===== src/rtl/adder_arbiter.sv =====
// Two-requester round-robin front end sharing one carry-skip adder, with a
// single-entry result register. Optional grant counters under ADDER_ARBITER_STATS_EN.
module adder_arbiter_csa #(
  parameter int N = 32
) (
  input  logic [N-1:0] a_i,
  input  logic [N-1:0] b_i,
  input  logic         cin_i,
  output logic [N-1:0] sum_o,
  output logic         cout_o,
  output logic         ovf_o
);
  localparam int NB = N / 4;

  logic c, cb, pblk, p, g, c_msb;

  always_comb begin
    sum_o = '0;
    c     = cin_i;
    cb    = 1'b0;
    pblk  = 1'b0;
    p     = 1'b0;
    g     = 1'b0;
    c_msb = 1'b0;
    for (int k = 0; k < NB; k++) begin
      cb   = c;
      pblk = 1'b1;
      for (int j = 0; j < 4; j++) begin
        p = a_i[4*k+j] ^ b_i[4*k+j];
        g = a_i[4*k+j] & b_i[4*k+j];
        sum_o[4*k+j] = p ^ c;
        if (4*k+j == N-1) c_msb = c;
        c    = g | (p & c);
        pblk = pblk & p;
      end
      // all-propagate block: carry bypasses the ripple chain
      if (pblk) c = cb;
    end
    cout_o = c;
    ovf_o  = c_msb ^ c;
  end
endmodule

module adder_arbiter #(
  parameter int N = 32
) (
  input  logic         clk,
  input  logic         rst_n,
  input  logic         req0_valid,
  input  logic         req1_valid,
  output logic         req0_ready,
  output logic         req1_ready,
  input  logic [N-1:0] req0_a,
  input  logic [N-1:0] req0_b,
  input  logic [N-1:0] req1_a,
  input  logic [N-1:0] req1_b,
  input  logic         req0_cin,
  input  logic         req1_cin,
  output logic         resp_valid,
  input  logic         resp_ready,
  output logic         resp_id,
  output logic [N-1:0] resp_sum,
  output logic         resp_cout,
  output logic         resp_overflow
`ifdef ADDER_ARBITER_STATS_EN
  ,
  output logic [15:0]  grant_cnt0,
  output logic [15:0]  grant_cnt1
`endif
);
  typedef enum logic {EMPTY = 1'b0, FULL = 1'b1} state_e;

  state_e       state_q;
  logic         last_grant_q;
  logic         id_q, cout_q, ovf_q;
  logic [N-1:0] sum_q;

  logic         slot_free, gnt_any, gnt_id, accept;
  logic [N-1:0] op_a, op_b, sum_d;
  logic         op_cin, cout_d, ovf_d;

  assign slot_free  = (state_q == EMPTY) || resp_ready;
  assign gnt_any    = req0_valid | req1_valid;
  assign gnt_id     = (req0_valid & req1_valid) ? ~last_grant_q : req1_valid;
  assign accept     = rst_n & slot_free & gnt_any;
  assign req0_ready = accept & ~gnt_id;
  assign req1_ready = accept & gnt_id;

  assign op_a   = gnt_id ? req1_a   : req0_a;
  assign op_b   = gnt_id ? req1_b   : req0_b;
  assign op_cin = gnt_id ? req1_cin : req0_cin;

  adder_arbiter_csa #(.N(N)) u_csa (
    .a_i(op_a), .b_i(op_b), .cin_i(op_cin),
    .sum_o(sum_d), .cout_o(cout_d), .ovf_o(ovf_d)
  );

  always_ff @(posedge clk or negedge rst_n) begin
    if (!rst_n) begin
      state_q      <= EMPTY;
      last_grant_q <= 1'b1;
      id_q         <= 1'b0;
      sum_q        <= '0;
      cout_q       <= 1'b0;
      ovf_q        <= 1'b0;
    end else if (accept) begin
      state_q      <= FULL;
      last_grant_q <= gnt_id;
      id_q         <= gnt_id;
      sum_q        <= sum_d;
      cout_q       <= cout_d;
      ovf_q        <= ovf_d;
    end else if (resp_ready) begin
      state_q      <= EMPTY;
    end
  end

  assign resp_valid    = (state_q == FULL);
  assign resp_id       = id_q;
  assign resp_sum      = sum_q;
  assign resp_cout     = cout_q;
  assign resp_overflow = ovf_q;

`ifdef ADDER_ARBITER_STATS_EN
  logic [15:0] cnt0_q, cnt1_q;

  always_ff @(posedge clk or negedge rst_n) begin
    if (!rst_n) begin
      cnt0_q <= '0;
      cnt1_q <= '0;
    end else begin
      if (req0_ready && cnt0_q != 16'hFFFF) cnt0_q <= cnt0_q + 16'd1;
      if (req1_ready && cnt1_q != 16'hFFFF) cnt1_q <= cnt1_q + 16'd1;
    end
  end

  assign grant_cnt0 = cnt0_q;
  assign grant_cnt1 = cnt1_q;
`endif
endmodule

===== config.mk =====
export PLATFORM = sky130hd
export DESIGN_NAME = adder_arbiter
export DESIGN_NICKNAME = d
export VERILOG_FILES = /design/src/rtl/adder_arbiter.sv
export SDC_FILE = /design/constraint.sdc
export NUM_CORES = 1
export LEC_CHECK = 0
export BUFFER_PORTS_ARGS = -buffer_cell sky130_fd_sc_hd__buf_2
export CAP_MARGIN = 20
export CORE_UTILIZATION = 25
export CTS_BUF_LIST = sky130_fd_sc_hd__clkbuf_8
export DETAILED_ROUTE_END_ITERATION = 12
export SYNTH_ARGS = -nofsm -noshare
export SYNTH_HDL_FRONTEND = slang
export SYNTH_SLANG_ARGS = --single-unit

===== constraint.sdc =====
create_clock -name clk -period 30.6 [get_ports clk]
set_input_delay 0 -clock clk [delete_from_list [all_inputs] [get_ports clk]]
set_output_delay 0 -clock clk [all_outputs]
set_load 0.05 [all_outputs]

==> flow_summary_export.csv <==
group,metric,value,unit
outcome,status,"finished clean",
global_route,wire_length_of_the_first_global_routing_pass,15.5,mm
clock_network,clock_path_buffers,2,
clock_network,cts_repair_resize_count,0,
sta,fin_worst_hold_slack,0.0198,ns
job,reported_max_cap_violation_count,0,
critical_path,setup.worst_path.end,"resp_overflow",
sta,period_minus_slack,17.20,ns
pwr,pwr_density,57.8,mW/mm²
placement,area_post_placement,0.00464,mm²
clock_network,number_of_levels_the_h_tree_was_split_into,2,
synthesis,synth_largest_type_area_fraction,0.252,
pwr,vdd_drop_max,0.0000290,V
clock_network,clock_buffers_created_by_tritoncts,5,
critical_path,r2r_slack,13.40,ns
global_route,vias_in_the_first_global_route,3265,
sta,grt_setup_unrepaired,"false",
sta,maxSlewViolCount,0,
critical_path,crit-reg2reg-capture,"resp_overflow",
drt,detail_route.wirelength,9.69,mm
floorplan,floorplan.die.height,122,µm
sta,final.setup_skew,0.00938,ns
cells_and_area,final_nets,718,
floorplan,row_count,43,
sta,finalCritPeriodShare,0.562,
clock_network,cts.sinks,37,
cells_and_area,final_cell_mix,"sky130_fd_sc_hd__buf_2, sky130_fd_sc_hd__inv_1, sky130_fd_sc_hd__mux2_2",
critical_path,timing.critical_path.from,"last_grant_q",
critical_path,rr_worst_depth,56,
synthesis,synthesis.nets,547,
critical_path,critical_path.most_common_cell,"sky130_fd_sc_hd__fa_1",
sta,hold_viol_final,0,
floorplan,design.die.area,0.0148,mm²
cells_and_area,mostFrequentLayoutCell,"sky130_fd_sc_hd__buf_2",
cells_and_area,num_antenna_cells,0,
drt,vias_per_cell,4.23,
synthesis,compound_cell_area_share_of_the_yosys_netlist,0.0883,
clock_network,worst_path_clk_slew,0.08,ns
global_route,grt_max_degree,68,
pwr,p_leak,2.58,nW
synthesis,cell_area_synth,0.00357,mm²
clock_network,cts_tree,"yes",
synthesis,synth_top_cell_by_area,"sky130_fd_sc_hd__dfrtp_1",
critical_path,crit_path_max_fanout,34,
synthesis,seq_area_frac_synth,0.260,
placement,numPortBuffers,172,
cells_and_area,finalInstanceArea,0.00476,mm²
synthesis,synth_top_family_by_area,"adder cells",
clock_network,clock-root-buffer,"sky130_fd_sc_hd__clkbuf_8",
floorplan,die-width,122,µm
min_path,hold_class,"in2reg",
critical_path,crit_path_top_delay_cell,"sky130_fd_sc_hd__fa_1",
global_route,grt_util_all_layers,0.138,
critical_path,critical_path_arrival,17.37,ns
synthesis,ys_warn_count,0,
drt,drt_first_pass_iters,4,
clock_network,clock_insertion_delay_worst_skew,0.30,ns
sta,setup_violations,0,
drt,dr_total_vias,2963,
critical_path,setup.worst_path.start_class,"flop",
synthesis,post_synth_and_or_nand_nor_area_fraction,0.0694,
floorplan,initial_core_util,0.256,
critical_path,worstSetupPathType,"reg2reg",
placement,gp_congestion,0.809,
critical_path,worst-endpoint-required,30.77,ns
synthesis,post_synth_mux_area_share,0.211,
synthesis,synthXorXnorAreaFrac,0,
clock_network,post_cts_buffers,0,
placement,hpwl,8.19,mm
floorplan,top_level_ports,173,
synthesis,post_synth_inst_count,348,
synthesis,syn_avg_cell_area,10.3,µm²
synthesis,ys_types,35,
drt,drc,0,
sta,max_freq,58.1,MHz
cells_and_area,flow.area_growth_from_synthesis,33.2,%
critical_path,max_stage_delay,0.48,ns
global_route,grt.overflow.total,0,
drt,route.antenna.remaining_nets,0,
synthesis,yosys.area_share.adder,0.291,
drt,drt_iter0_drc,61,
sta,tns,0,ns
sta,tightestPinTransition,0.633,ns
critical_path,critical_path.endpoint_type,"flop",
cells_and_area,layout-drive-gt1-share,0.438,
critical_path,r2r_start,"last_grant_q",
sta,timing.max_slew.rel_slack,0.578,
floorplan,fp.coreArea,0.0139,mm²
drt,route.detailed.wl_per_inst,13.8,µm
synthesis,synth_top_cells_by_area,"sky130_fd_sc_hd__dfrtp_1, sky130_fd_sc_hd__fa_1, sky130_fd_sc_hd__mux2_2, sky130_fd_sc_hd__ha_1, sky130_fd_sc_hd__mux2i_1",
global_route,grt_antenna_before_repair,0,
synthesis,yosys_register_bits,37,
==> metrics by stage <==
step | util | power, mW | setup slack [ns] | std cells
after global placement | 0.333 | 0.235 | 13.74 | 690
after global routing | 0.342 | 0.297 | 12.48 | 700
after detailed placement | 0.333 | 0.239 | 13.30 | 690
after floorplan | - | 0.191 | 14.36 | 348
final | 0.342 | 0.275 | 13.40 | 700
after CTS | 0.342 | 0.280 | 13.24 | 700
==> area by class of cell <==
type	count	area, µm²
fill	1427	9180
clock inverter	1	5.00
sequential	37	927
multi-input combinational	236	2370
tap	180	225
timing repair buffer	178	911
clock buffer	7	96.3
inverter	61	229
==> where the power goes <==
part,internal [mW],switching (mW)
registers,0.0657,0.00895
clock network,0.0204,0.0189
logic,0.0501,0.111
==> synthesized netlist by cell type (all sizes together) <==
| master | instances |
|---|---|
| dfrtp | 36 |
| a21boi | 1 |
| nand2b | 2 |
| nand4 | 8 |
| o221ai | 1 |
| nor2 | 1 |
| ha | 32 |
| and4 | 1 |
| a211oi | 1 |
| inv | 61 |
| a41o | 1 |
| a21o | 4 |
| fa | 32 |
| dfstp | 1 |
| buf | 8 |
| o21ba | 1 |
| mux2i | 29 |
| nor2b | 1 |
| mux2 | 41 |
| o31ai | 2 |
| clkbuf | 6 |
| o22ai | 1 |
| o31a | 1 |
| a2111oi | 1 |
| nor3b | 2 |
| a21oi | 2 |
| o21a | 2 |
| o21ai | 30 |
| and2 | 1 |
| nor3 | 2 |
| nand2 | 36 |
==> logic make-up after synthesis <==
| family | count (synthesis) |
|---|---|
| compound gates | 48 |
| flops | 37 |
| mux | 70 |
| fa+ha+maj | 64 |
| simple gates | 54 |
| buf+inv | 75 |
==> repair_timing <==
item                       CTS  global route
hold endpoints to repair    37             0
setup endpoints to repair    0             0
hold buffers                 2             0
==> per-layer routing <==
metal	GRT usage	vias to the layer above	wire length, µm
li1	-	1468	-
met1	0.157	1385	3950
met2	0.259	97	5040
met3	0.0215	13	473
met4	0.0494	0	219
met5	0	-	0
==> worst min path at each step <==
stage               startpoint  slack, ns  depth (start not counted)      endpoint
floorplan                rst_n      -0.30                          0     resp_cout
global placement         rst_n       0.09                          2  resp_sum[19]
detailed placement       rst_n        0.1                          2  resp_sum[19]
CTS                 req0_valid       0.01                          3    resp_valid
global route        req0_valid       0.03                          3    resp_valid
finish              req0_valid       0.02                          3    resp_valid
==> flip-flops by register name, indices dropped and copies added (netlist names) <==
signal / flops
resp_sum: 32
last_grant_q: 1
resp_cout: 1
resp_id: 1
resp_overflow: 1
resp_valid: 1
==> critical path, delay by kind of cell, from the launching register on <==
| family | cells | cell delay, ns |
|---|---|---|
| buffers and inverters | 5 | 0.76 |
| muxes | 3 | 0.70 |
| AOI/OAI and AO/OA | 10 | 1.58 |
| and+or+nand+nor | 6 | 0.70 |
| adders and majority gates | 32 | 12.94 |
| DFF | 1 | 0.39 |
(Power assumes the default switching activity.)
